$ cat src/rtl/triumph_wb_pkg.sv
// Shared definitions for the triumph register-file writeback arbiter.
// Round-robin mode is selected with the TRIUMPH_WB_RR_EN macro; fixed priority otherwise.
package triumph_wb_pkg;

  localparam int REG_AW = 5;
  localparam int REG_DW = 32;

  typedef enum logic {
    ARB    = 1'b0,
    LOCKED = 1'b1
  } wb_state_e;

  // Bits needed to index n items, never less than 1.
  function automatic int idx_width(input int n);
    for (int w = 1; w < 32; w++) begin
      if ((1 << w) >= n) return w;
    end
    return 32;
  endfunction

endpackage

$ cat src/rtl/triumph_wb_if.sv
// Writeback requester bundle plus the registered regfile write port.
// Signal names mirror the arbiter's port list; the slave modport is the arbiter side.
interface triumph_wb_if
  import triumph_wb_pkg::*;
#(
  parameter int NREQ = 3,
  parameter int AW   = REG_AW,
  parameter int DW   = REG_DW
);

  logic [NREQ-1:0]    req_valid_i;
  logic [NREQ-1:0]    req_lock_i;
  logic [NREQ*AW-1:0] req_addr_i;
  logic [NREQ*DW-1:0] req_data_i;
  logic [NREQ-1:0]    req_ready_o;
  logic               stall_i;
  logic               wb_valid_o;
  logic [AW-1:0]      wb_addr_o;
  logic [DW-1:0]      wb_data_o;
  logic               lock_err_o;

  modport master (
    output req_valid_i, req_lock_i, req_addr_i, req_data_i, stall_i,
    input  req_ready_o, wb_valid_o, wb_addr_o, wb_data_o, lock_err_o
  );

  modport slave (
    input  req_valid_i, req_lock_i, req_addr_i, req_data_i, stall_i,
    output req_ready_o, wb_valid_o, wb_addr_o, wb_data_o, lock_err_o
  );

endinterface

$ cat src/rtl/triumph_rr_arbiter.sv
// Combinational one-hot grant. TRIUMPH_WB_RR_EN selects round-robin starting after ptr_i;
// otherwise fixed priority with index 0 highest and ptr_i ignored.
module triumph_rr_arbiter
  import triumph_wb_pkg::*;
#(
  parameter  int NREQ = 3,
  localparam int IW   = idx_width(NREQ)
) (
  input  logic [NREQ-1:0] req_i,
  input  logic [IW-1:0]   ptr_i,
  output logic [NREQ-1:0] gnt_o,
  output logic [IW-1:0]   idx_o
);

`ifdef TRIUMPH_WB_RR_EN
  int slot;

  // Walk from lowest to highest priority so the last hit wins.
  always_comb begin
    // NOTE: every output gets a default before any branch, so no latch is inferred.
    gnt_o = '0;
    idx_o = '0;
    slot  = 0;
    for (int i = NREQ; i >= 1; i--) begin
      slot = (int'(ptr_i) + i) % NREQ;
      if (req_i[slot]) begin
        gnt_o       = '0;
        gnt_o[slot] = 1'b1;
        idx_o       = IW'(slot);
      end
    end
  end
`else
  logic unused_ptr;
  assign unused_ptr = ^ptr_i;

  always_comb begin
    gnt_o = '0;
    idx_o = '0;
    for (int k = NREQ - 1; k >= 0; k--) begin
      if (req_i[k]) begin
        gnt_o    = '0;
        gnt_o[k] = 1'b1;
        idx_o    = IW'(k);
      end
    end
  end
`endif

endmodule

$ cat src/rtl/triumph_wb_arbiter.sv
// Register-file write-port arbiter: per-requester valid/ready, locked multi-beat ownership
// with timeout, registered write output. Define TRIUMPH_WB_RR_EN for round-robin priority.
module triumph_wb_arbiter
  import triumph_wb_pkg::*;
#(
  parameter int NREQ     = 3,
  parameter int AW       = REG_AW,
  parameter int DW       = REG_DW,
  parameter int LOCK_MAX = 16
) (
  input  logic       clk_i,
  input  logic       rst_i,
  triumph_wb_if.slave bus
);

  localparam int IW = idx_width(NREQ);
  localparam int CW = idx_width(LOCK_MAX);
  localparam logic [CW-1:0] CNT_LAST = CW'(LOCK_MAX - 1);

  wb_state_e       state_q, state_d;
  logic [IW-1:0]   owner_q, owner_d;
  logic [IW-1:0]   ptr_q, ptr_d;
  logic [CW-1:0]   cnt_q, cnt_d;
  logic            wb_valid_q, wb_valid_d;
  logic [AW-1:0]   wb_addr_q, wb_addr_d;
  logic [DW-1:0]   wb_data_q, wb_data_d;

  logic [NREQ-1:0] gnt;
  logic [IW-1:0]   gnt_idx;
  logic [NREQ-1:0] ready;
  logic            lock_err;
  logic            timeout;
  logic            accept;
  logic [IW-1:0]   acc_idx;
  logic [AW-1:0]   acc_addr;

  triumph_rr_arbiter #(.NREQ(NREQ)) u_arb (
    .req_i (bus.req_valid_i),
    .ptr_i (ptr_q),
    .gnt_o (gnt),
    .idx_o (gnt_idx)
  );

  always_comb begin
    state_d    = state_q;
    owner_d    = owner_q;
    cnt_d      = cnt_q;
    ptr_d      = ptr_q;
    wb_valid_d = 1'b0;
    wb_addr_d  = wb_addr_q;
    wb_data_d  = wb_data_q;
    ready      = '0;
    lock_err   = 1'b0;
    accept     = 1'b0;
    acc_idx    = owner_q;
    acc_addr   = '0;
    timeout    = (state_q == LOCKED) && (cnt_q >= CNT_LAST);

    if (!rst_i) begin
      // The lock counter keeps running through stalls but saturates at the timeout value.
      if (state_q == LOCKED && !timeout) cnt_d = cnt_q + 1'b1;

      if (!bus.stall_i) begin
        if (state_q == ARB) begin
          accept  = |gnt;
          acc_idx = gnt_idx;
        end else if (timeout) begin
          lock_err = 1'b1;
          state_d  = ARB;
          cnt_d    = '0;
        end else begin
          accept  = bus.req_valid_i[owner_q];
          acc_idx = owner_q;
        end

        if (accept) begin
          ready[acc_idx] = 1'b1;
          ptr_d          = acc_idx;
          acc_addr       = bus.req_addr_i[acc_idx*AW +: AW];
          // Writes to x0 are consumed but never reach the register file.
          if (acc_addr != '0) begin
            wb_valid_d = 1'b1;
            wb_addr_d  = acc_addr;
            wb_data_d  = bus.req_data_i[acc_idx*DW +: DW];
          end
          if (state_q == ARB && bus.req_lock_i[acc_idx]) begin
            state_d = LOCKED;
            owner_d = acc_idx;
            cnt_d   = '0;
          end else if (state_q == LOCKED && !bus.req_lock_i[acc_idx]) begin
            state_d = ARB;
            cnt_d   = '0;
          end
        end
      end
    end
  end

  always_ff @(posedge clk_i) begin
    // NOTE: sequential state uses non-blocking assignments so all registers update together.
    if (rst_i) begin
      state_q    <= ARB;
      owner_q    <= '0;
      ptr_q      <= IW'(NREQ - 1);
      cnt_q      <= '0;
      wb_valid_q <= 1'b0;
      wb_addr_q  <= '0;
      wb_data_q  <= '0;
    end else begin
      state_q    <= state_d;
      owner_q    <= owner_d;
      ptr_q      <= ptr_d;
      cnt_q      <= cnt_d;
      wb_valid_q <= wb_valid_d;
      wb_addr_q  <= wb_addr_d;
      wb_data_q  <= wb_data_d;
    end
  end

  assign bus.req_ready_o = ready;
  assign bus.wb_valid_o  = wb_valid_q;
  assign bus.wb_addr_o   = wb_addr_q;
  assign bus.wb_data_o   = wb_data_q;
  assign bus.lock_err_o  = lock_err;

endmodule

$ cat src/flat_wrapper.sv
// flat-port wrapper written by rule: the top's interface ports become plain ports
module triumph_wb_arbiter_flat import triumph_wb_pkg::*;
#(
  parameter int NREQ     = 3,
  parameter int AW       = REG_AW,
  parameter int DW       = REG_DW,
  parameter int LOCK_MAX = 16
)
  (clk_i, rst_i, bus_req_valid_i, bus_req_lock_i, bus_req_addr_i, bus_req_data_i, bus_stall_i, bus_req_ready_o, bus_wb_valid_o, bus_wb_addr_o, bus_wb_data_o, bus_lock_err_o);
  triumph_wb_if #(.NREQ(NREQ), .AW(AW), .DW(DW)) bus_i ();
  input  logic clk_i;
  input  logic rst_i;
  input wire logic [$bits(bus_i.req_valid_i)-1:0] bus_req_valid_i;
  input wire logic [$bits(bus_i.req_lock_i)-1:0] bus_req_lock_i;
  input wire logic [$bits(bus_i.req_addr_i)-1:0] bus_req_addr_i;
  input wire logic [$bits(bus_i.req_data_i)-1:0] bus_req_data_i;
  input wire logic [$bits(bus_i.stall_i)-1:0] bus_stall_i;
  output wire logic [$bits(bus_i.req_ready_o)-1:0] bus_req_ready_o;
  output wire logic [$bits(bus_i.wb_valid_o)-1:0] bus_wb_valid_o;
  output wire logic [$bits(bus_i.wb_addr_o)-1:0] bus_wb_addr_o;
  output wire logic [$bits(bus_i.wb_data_o)-1:0] bus_wb_data_o;
  output wire logic [$bits(bus_i.lock_err_o)-1:0] bus_lock_err_o;
  assign bus_i.req_valid_i = bus_req_valid_i;
  assign bus_i.req_lock_i = bus_req_lock_i;
  assign bus_i.req_addr_i = bus_req_addr_i;
  assign bus_i.req_data_i = bus_req_data_i;
  assign bus_i.stall_i = bus_stall_i;
  assign bus_req_ready_o = bus_i.req_ready_o;
  assign bus_wb_valid_o = bus_i.wb_valid_o;
  assign bus_wb_addr_o = bus_i.wb_addr_o;
  assign bus_wb_data_o = bus_i.wb_data_o;
  assign bus_lock_err_o = bus_i.lock_err_o;
  triumph_wb_arbiter #(.NREQ(NREQ), .AW(AW), .DW(DW), .LOCK_MAX(LOCK_MAX)) u_core (.clk_i(clk_i), .rst_i(rst_i), .bus(bus_i));
endmodule
$ cat config.mk
export PLATFORM = sky130hd
export DESIGN_NAME = triumph_wb_arbiter_flat
export DESIGN_NICKNAME = d
export VERILOG_FILES = /design/src/rtl/triumph_wb_pkg.sv /design/src/rtl/triumph_wb_if.sv /design/src/rtl/triumph_rr_arbiter.sv /design/src/rtl/triumph_wb_arbiter.sv /design/src/flat_wrapper.sv
export SDC_FILE = /design/constraint.sdc
export NUM_CORES = 1
export LEC_CHECK = 0
export ABC_AREA = 1
export BUFFER_PORTS_ARGS = -buffer_cell sky130_fd_sc_hd__clkbuf_2
export CAP_MARGIN = 20
export CORE_MARGIN = 1.5
export CORE_UTILIZATION = 35
export CTS_CLUSTER_SIZE = 20
export DETAILED_ROUTE_END_ITERATION = 10
export PLACE_DENSITY = 0.72
export SYNTH_ARGS = -nofsm -noshare
export SYNTH_HDL_FRONTEND = slang
export SYNTH_SLANG_ARGS = --single-unit
$ cat constraint.sdc
create_clock -name clk_i -period 2.04 [get_ports clk_i]
set_input_delay 0.102 -clock clk_i [delete_from_list [all_inputs] [get_ports clk_i]]
set_output_delay 0.102 -clock clk_i [all_outputs]
set_load 0.02 [all_outputs]
==> flow_metrics.tcl, run 1 <==
set metrics [dict create \
    status "completed" \
    io_pins 162 \
    synthToLayoutAreaGrowth_pct 35.20 \
    synthCells 489 \
    vias 3644 \
    first_global_vias 3121 \
    cp.required_ns 1.94 \
    crit_path_max_fanout 5 \
    max-clock-path-buffers 2 \
    setup_tns_ns 0 \
    cp_data_arrival_time_ns 1.80 \
    critPathCaptureType "output port" \
    yosysSeqAreaShare_pct 30.61 \
    row_count 33 \
    core_area_sq_um 8175 \
    initial_core_util_pct 36.00 \
    synth.most_common_cell "nand2_1" \
    netSwitchingPower_w 0.001123 \
    clock_sinks 45 \
    ys_types 25 \
    synth_edf_count 0 \
    hold_viol 0 \
    port_buffers 161 \
    ys_ff_latch 45 \
    hold_class "in -> reg" \
    dp_cells 732 \
    synth_top_area_share_pct 30.61 \
    postLayoutCoreUtil_pct 48.67 \
    slew_headroom_pct 80.72 \
    finalNonFillerCells 739 \
    async_flop_share_pct 0 \
    wirelength_um 8686 \
    p_leak_nw 2.206 \
    dieWidth_um 94.70 \
    dp_hpwl_um 6471 \
    finalWeightedCongestion 0.9149 \
    final_layout_size_suffix_gt1_share_pct 31.86 \
    setup_viol 0 \
    grt_max_degree 52 \
    yosysTopAreaCell "dfxtp_1" \
    cts_max_level 2 \
    postRouteAntennaNets 0 \
    clk_latency_ns 0.29 \
    min_period_ns 1.904 \
    grt-ovfl-total 0 \
    place_ws_ns 0.1185 \
    drv_cap 0 \
    fmax_ghz 0.5252 \
    die_h_um 94.70 \
    clk_pin_slew_ns 0.08 \
    diodes 0 \
    maxSlewViolCount 0 \
    yosys-top-cells-count "nand2_1 (188), nand3_1 (51), nor2_1 (50)" \
    cts_tree "done" \
    antenna_found_initial 0 \
    cts_buffers 5 \
    netlist_area_sq_um 2943 \
    final_nets 756 \
    min_period_over_period_pct 93.34 \
    pwr-share-comb_pct 45.0 \
    p_per_area_nw_per_um2 717.0 \
    synth_ff_type "dfxtp_1" \
    synth_area_leaders "dfxtp_1 (31%), nand2_1 (24%), nand3_1 (8.7%), a22oi_1 (8.2%), a21oi_1 (7.3%)" \
    rsz0062_at_grt "false" \
    clkPwrFrac_pct 17.6 \
    firstDrtPassIters 4 \
    p_seq_share_pct 37.4 \
    drc_errors 0 \
    synth.net_count 610 \
    wl_per_cell_um 11.75 \
    ff_latch_area_sq_um 907.1 \
    fill_cells 871 \
    worst_slack_ns 0.1360 \
    grt_usage_pct 19.10 \
    swShare_pct 39.38 \
    start_kind "flip-flop" \
    drtIter0Drc 116 \
    viasPerCell 4.931 \
    cts-root-buf "clkbuf_8" \
    ir_worst_vdd_v 0.0003162 \
    dieArea_sq_um 8967 \
    tightest_slew_ns 0.2892 \
    synth-warning-count 0 \
    p_int_w 0.001729 \
    grt_pass1_wl_um 13740 \
    avgSynthCellArea_sq_um 6.018 \
    multiInputGateArea_sq_um 1804 \
    clock-skew-final_ns 0.006531 \
    worstSetupPathType "reg -> out" \
]
==> sequential cells by signal, indices dropped and copies added (netlist names) <==
name / flops
u_core.owner_q: 2
u_core.bus.wb_valid_o: 1
u_core.bus.wb_data_o: 32
u_core.bus.wb_addr_o: 5
u_core.cnt_q: 4
u_core.state_q: 1
==> per-stage QoR <==
step | hold WS [ns] | instance area (sq um) | power (W)
final | 0.05901 | 3979 | 0.002853
after global routing | 0.06935 | 3979 | 0.003086
after CTS | 0.05205 | 3931 | 0.002868
after detailed placement | 0.3597 | 3840 | 0.002353
after global placement | 0.3538 | 3840 | 0.002330
after floorplan | 0.2439 | 2943 | 0.001956
==> routing by layer <==
layer | up-vias | track usage, % | part of all wire, %
met5 | - | 0 | 0
met3 | 19 | 3.221 | 6.6
li1 | 1891 | - | -
met2 | 134 | 35.12 | 49
met4 | 0 | 5.846 | 1.8
met1 | 1600 | 22.36 | 42
==> cell type report <==
cell class | instances | area share (%)
clock inverter | 1 | 0.1258
tap | 105 | 3.302
inverter | 19 | 1.792
multi-input combinational | 388 | 45.35
clock buffer | 5 | 1.730
timing repair buffer | 176 | 24.91
sequential | 45 | 22.80
==> timing repair <==
action                                 CTS  global route
setup buffers                            0             1
pin swaps                                0             1
resized for setup                        5            15
setup endpoints to repair                2            43
endpoints found under the hold margin    0             0
hold buffers                             0             0
==> final timing paths <==
check / depth (start not counted) / to / from / slack (ns)
max: 9 / bus_req_ready_o[2] / u_core.cnt_q[0]$_SDFF_PP0_ / 0.14
min: 3 / u_core.state_q$_SDFFE_PP0N_ / bus_stall_i / 0.06
max reg2reg: 10 / u_core.owner_q[1]$_SDFFE_PP0P_ / u_core.state_q$_SDFFE_PP0N_ / 0.21
min reg2reg: 2 / u_core.bus.wb_data_o[29]$_SDFFE_PP0P_ / u_core.bus.wb_data_o[29]$_SDFFE_PP0P_ / 0.48
==> cells by family (layout without fill, tap and decap cells) <==
kind of cell | count (synthesis) | after routing | synth area share [%]
compound gates | 86 | 86 | 17.81
xor+xnor | 1 | 1 | 0.2977
fa+ha+maj | 1 | 1 | 0.4251
buf+inv | 56 | 201 | 9.311
flops | 45 | 45 | 30.61
simple gates | 300 | 300 | 41.54
==> cells in the final DEF (no fill, tap or decap), types with 3 or more instances in the layout <==
master	count
buf_12	4
buf_4	9
a21oi_1	43
nand2_2	3
a22oi_1	32
nor2_1	49
nand4_1	3
clkbuf_8	5
o21ai_0	6
dfxtp_1	42
clkbuf_2	158
inv_1	16
nand2_1	187
inv_2	3
nand3_1	51
==> power groups by stage <==
stage                     Combinational (W)  Clock (W)  Sequential, W
after floorplan                    0.000748          0        0.00121
after global placement              0.00125          0        0.00108
after detailed placement            0.00127          0        0.00109
after CTS                           0.00127   0.000527        0.00107
after global routing                0.00144   0.000561        0.00108
final                               0.00128   0.000501        0.00107
==> critical path, stage by stage (launching register included) <==
cell,delay (ns)
dfxtp_2,0.35
ha_2,0.21
nand4_1,0.11
nand2_1,0.07
nor2_2,0.13
nand2_1,0.10
inv_2,0.07
nand2_2,0.09
nor3_4,0.22
buf_4,0.16
No activity file was read; power rests on OpenSTA's default activity.
==> run 2, diff against run 1 <==
- CORE_ASPECT_RATIO: not set -> 0.75
==> run 2 against run 1 <==
Combinational power about the same. Critical path depth rose by 3. Global-route usage down 0.37 points. Sequential share of layout area shrank 0.27 points. Non-clock buffer count up 1. Sequential power barely moved. Fmax down 1.0%. Via count shrank 1.6%. Power increased by 6.7%. Clock power grew 38%. Die area about the same. Cell area grew 0.91%. Critical path type is now reg -> reg.
==> flow_metrics.tcl, run 2 (synthesis results as in run 1) <==
set metrics [dict create \
    status "completed" \
    wirelength_um 8843 \
    cts_max_level 2 \
    rr_startpoint "u_core.state_q$_SDFFE_PP0N_" \
    p_leak_nw 2.227 \
    dp_cells 733 \
    dp_hpwl_um 6739 \
    clk_pin_slew_ns 0.09 \
    grt_usage_pct 18.73 \
    slowest_stage "dfxtp_2" \
    postRouteAntennaNets 0 \
    grt_pass1_wl_um 13480 \
    max-clock-path-buffers 2 \
    hold_class "in -> reg" \
    fmax_ghz 0.5200 \
    ff2ff_path_depth 12 \
    dieWidth_um 108.9 \
    rrSetupSlack_ns 0.12 \
    firstDrtPassIters 4 \
    viasPerCell 4.832 \
    maxSlewViolCount 0 \
    crit_start "u_core.state_q$_SDFFE_PP0N_" \
    ir_worst_vdd_v 0.0003861 \
    drv_cap 0 \
    worst-path-buf-inv 1 \
    crit_path_max_fanout 39 \
    final_cell_mix "nand2_1 (187), clkbuf_2 (158), nand3_1 (51)" \
    clock_sinks 45 \
    start_kind "flip-flop" \
    row_count 28 \
    largest_register_ffs 32 \
    min_period_over_period_pct 94.27 \
    setup_viol 0 \
    initial_core_util_pct 36.68 \
    port_buffers 161 \
    hp-start "bus_stall_i" \
    finalWeightedCongestion 0.8469 \
    clock-skew-final_ns 0.01055 \
    io_pins 162 \
    cts-root-buf "clkbuf_8" \
    crit_family "simple AND/OR/NAND/NOR gates" \
    holdWs_ns 0.08595 \
    first_global_vias 3084 \
    cp.required_ns 2.21 \
    drtIter0Drc 207 \
    synthToLayoutAreaGrowth_pct 36.44 \
    grt-ovfl-total 0 \
    crit_end "u_core.bus.wb_data_o[30]$_SDFFE_PP0P_" \
    cpMostUsedCell "nand2_1" \
    final_common_cell "nand2_1" \
    worst-path-stages 12 \
    drc_errors 0 \
    cp_data_arrival_time_ns 2.10 \
    vias 3585 \
    min_period_ns 1.923 \
    hold_buffers 0 \
    clk_latency_ns 0.29 \
    power.total_w 0.003044 \
    finalNonFillerCells 742 \
    wl_per_cell_um 11.92 \
    diodes 0 \
    cts_buffers 5 \
    critPathCaptureType "flip-flop" \
    antenna_found_initial 0 \
    slew_headroom_pct 67.60 \
    crit_chain "nor2_1 -> nand2_1 -> nand2_8 -> nand2_1 -> nand2_1 -> nand2_1 -> nand2_1 -> nor2_1 -> nand3_2 -> buf_12 -> a21oi_1 -> nor2_1" \
    final_nets 757 \
    core_area_sq_um 8023 \
    fill_cells 796 \
    p_per_area_nw_per_um2 758.2 \
    finalInstanceArea_sq_um 4015 \
    dieArea_sq_um 8973 \
    tightest_slew_ns 0.4856 \
    grt_max_degree 51 \
    die_h_um 82.41 \
    setup_tns_ns 0 \
    worstSetupPathType "reg -> reg" \
    r2r-end "u_core.bus.wb_data_o[30]$_SDFFE_PP0P_" \
    cts_tree "done" \
    hold_viol 0 \
    final_layout_size_suffix_gt1_share_pct 32.03 \
    slowest_delay_ns 0.39 \
    placed_area_sq_um 3847 \
]
-- run 2: stage by stage --
step           setup slack, ns  util, %
2_1_floorplan          0.03667        -
3_5_place_dp            0.1270    47.96
6_report                0.1168    50.05
3_3_place_gp            0.2061    47.96
5_1_grt               -0.01735    50.05
4_1_cts                0.02987    49.59
-- run 2: layout make-up --
class	instances	area (sq um)	area share, %
Timing Repair Buffer	177	984.7	24.52
Sequential cell	45	904.6	22.53
Inverter	19	71.32	1.776
Clock buffer	7	86.33	2.150
Clock inverter	1	30.03	0.7479
Multi-Input combinational cell	388	1807	45.00
Tap cell	105	131.4	3.272
-- run 2: how the worst min path moves through the flow --
stage | endpoint | slack (ns) | cells after the start
2_1_floorplan | u_core.state_q$_SDFFE_PP0N_ | 0.24 | 2
3_3_place_gp | u_core.state_q$_SDFFE_PP0N_ | 0.36 | 3
3_5_place_dp | u_core.state_q$_SDFFE_PP0N_ | 0.37 | 3
4_1_cts | u_core.state_q$_SDFFE_PP0N_ | 0.06 | 3
5_1_grt | u_core.state_q$_SDFFE_PP0N_ | 0.11 | 3
6_report | u_core.state_q$_SDFFE_PP0N_ | 0.09 | 3
-- run 2: per-layer routing --
metal / share of wire [%] / routed length [um] / GRT usage, %
met1: 45 / 3941 / 23.59
met4: 1.2 / 106 / 4.474
met2: 46 / 4079 / 33.25
met3: 8.1 / 716 / 3.454
met5: 0 / 0 / 0
-- run 2: tightest hold or removal path, cell delays in order --
cell and delay (ns):
clkbuf_2 0.09, nand3_1 0.07, o21ai_0 0.08
-- run 2: timing repair --
item,in CTS,in global routing
endpoints found under the setup margin,3,39
resized for setup,5,9
buffers inserted,0,1
-- run 2: power breakdown --
part	switching [W]	internal, W	total [W]
clock	0.000290	0.000400	0.000690
combinational	0.000776	0.000503	0.00128
sequential	0.0000764	0.000998	0.00107
==> run 3, diff against run 2 <==
- RECOVER_POWER: not set -> 25
==> run 3 against run 2 <==
Fmax about the same. Via count up 1.6%. Register-to-register slack about the same. Clock power about the same. Combinational power about the same. Clock-buffer cell count unchanged. Power down 0.50%. Die area unchanged. Wire length up 0.85%. Highest routed layer unchanged. Sequential cell count unchanged.
==> flow_metrics.tcl, run 3 (synthesis results as in run 1) <==
set metrics [dict create \
    max-clock-path-buffers 2 \
    drv_cap 0 \
    slew_headroom_pct 69.16 \
    drc_errors 0 \
    routed.top_layer "met4" \
    min_period_over_period_pct 94.23 \
    drtIter0Drc 221 \
    cts_max_level 2 \
    clock_sinks 45 \
    p_per_area_nw_per_um2 759.4 \
    core_area_sq_um 8023 \
    cpMostUsedCell "nand2_1" \
    dieArea_sq_um 8973 \
    power.total_w 0.003029 \
    port_buffers 161 \
    crit_chain "nor2_1 -> nand2_1 -> nand2_8 -> nand2_1 -> nand2_1 -> nand2_1 -> nand2_1 -> nor2_1 -> nand3_2 -> buf_12 -> a21oi_1 -> nor2_1" \
    grt_max_degree 51 \
    wl_met2_um 4096 \
    place_ws_ns 0.1270 \
    hold_class "in -> reg" \
    dp_cells 733 \
    worstSetupPathType "reg -> reg" \
    start_kind "flip-flop" \
    ff2ff_path_depth 12 \
    finalWeightedCongestion 0.8469 \
    cts_buffers 5 \
    final_nets 757 \
    fill_cells 811 \
    cp_data_arrival_time_ns 2.10 \
    hold_viol 0 \
    largest_register_ffs 32 \
    slowest_delay_ns 0.39 \
    status "completed" \
    slowest_stage "dfxtp_2" \
    synthToLayoutAreaGrowth_pct 35.54 \
    clk_pin_slew_ns 0.08 \
    cts-root-buf "clkbuf_8" \
    firstDrtPassIters 5 \
    wl_met3_um 626 \
    wl_per_cell_um 12.02 \
    crit_family "simple AND/OR/NAND/NOR gates" \
    worst_slack_ns 0.1177 \
    worst-path-buf-inv 1 \
    ir_worst_vdd_v 0.0003848 \
    cp.required_ns 2.21 \
    row_count 28 \
    die_h_um 82.41 \
    dieWidth_um 108.9 \
    holdWs_ns 0.08727 \
    initial_core_util_pct 36.68 \
    antenna_found_initial 0 \
    final_cell_mix "nand2_1 (187), clkbuf_2 (137), nand3_1 (51)" \
    ff_latch_area_sq_um 904.6 \
    whs_path_depth 3 \
    wirelength_um 8918 \
    final_common_cell "nand2_1" \
    multiInputGateArea_sq_um 1807 \
    grt_pass1_wl_um 13480 \
    tightest_slew_ns 0.4621 \
    first_global_vias 3084 \
    dp_hpwl_um 6739 \
    worst-path-stages 12 \
    setup_tns_ns 0 \
    cts_tree "done" \
    viasPerCell 4.910 \
    clock-skew-final_ns 0.009295 \
    grt_usage_pct 18.73 \
    final_layout_size_suffix_gt1_share_pct 28.73 \
    critPathCaptureType "flip-flop" \
    grt-ovfl-total 0 \
    crit_path_max_fanout 39 \
    min_period_ns 1.922 \
    vias 3643 \
    drt-met1-wl_um 4083 \
    clk_latency_ns 0.29 \
    fmax_ghz 0.5202 \
    setup_viol 0 \
    finalNonFillerCells 742 \
    diodes 0 \
    maxSlewViolCount 0 \
    p_leak_nw 2.158 \
    postRouteAntennaNets 0 \
    io_pins 162 \
]
[run 3: cell counts in the layout (fill, tap and decap cells not counted)]
No cell type changed its count.
[run 3: cell type report]
type,count,share of cell area [%]
inverter,19,1.788
timing repair buffer,177,24.03
sequential,45,22.68
clock inverter,1,0.7528
multi-input combinational,388,45.29
clock buffer,7,2.164
tap,105,3.294
[run 3: per-stage QoR]
stage | util, % | instance area, sq um
floorplan | - | 2943
global placement | 47.96 | 3847
detailed placement | 47.96 | 3847
CTS | 49.59 | 3979
global route | 49.72 | 3989
finish | 49.72 | 3989
[run 3: path summary, 6_finish.rpt]
path                                                           start                                     to  slack (ns)
worst max-delay path                     u_core.state_q$_SDFFE_PP0N_  u_core.bus.wb_data_o[30]$_SDFFE_PP0P_        0.12
worst min-delay path                                     bus_stall_i            u_core.state_q$_SDFFE_PP0N_        0.09
worst max register to register           u_core.state_q$_SDFFE_PP0N_  u_core.bus.wb_data_o[30]$_SDFFE_PP0P_        0.12
worst min register to register  u_core.bus.wb_data_o[3]$_SDFFE_PP0P_   u_core.bus.wb_data_o[3]$_SDFFE_PP0P_        0.48
[run 3: repair_timing]
item | CTS | global route
hold buffers | 0 | 0
setup buffers | 0 | 1
endpoints found under the setup margin | 3 | 39
resized for setup | 5 | 9
[run 3: where the power goes]
group	switching, W	total, W	internal, W
Clock	0.000287	0.000687	0.000400
Sequential	0.0000756	0.00107	0.000998
Combinational	0.000780	0.00127	0.000489
Total	0.00114	0.00303	0.00189
[run 3: worst reg2reg max path: stages, from the launching register on]
cell and delay (ns):
dfxtp_2 0.39, nor2_1 0.06, nand2_1 0.21, nand2_8 0.17, nand2_1 0.10, nand2_1 0.05
nand2_1 0.05, nand2_1 0.08, nor2_1 0.12, nand3_2 0.13, buf_12 0.21, a21oi_1 0.18
nor2_1 0.07
[run 3: routing by layer]
layer  global-route usage (%)  vias to the layer above
li1                         -                     1895
met1                    23.59                     1590
met2                    33.25                      150
met3                    3.454                        8
met4                    4.474                        0
met5                        0                        -
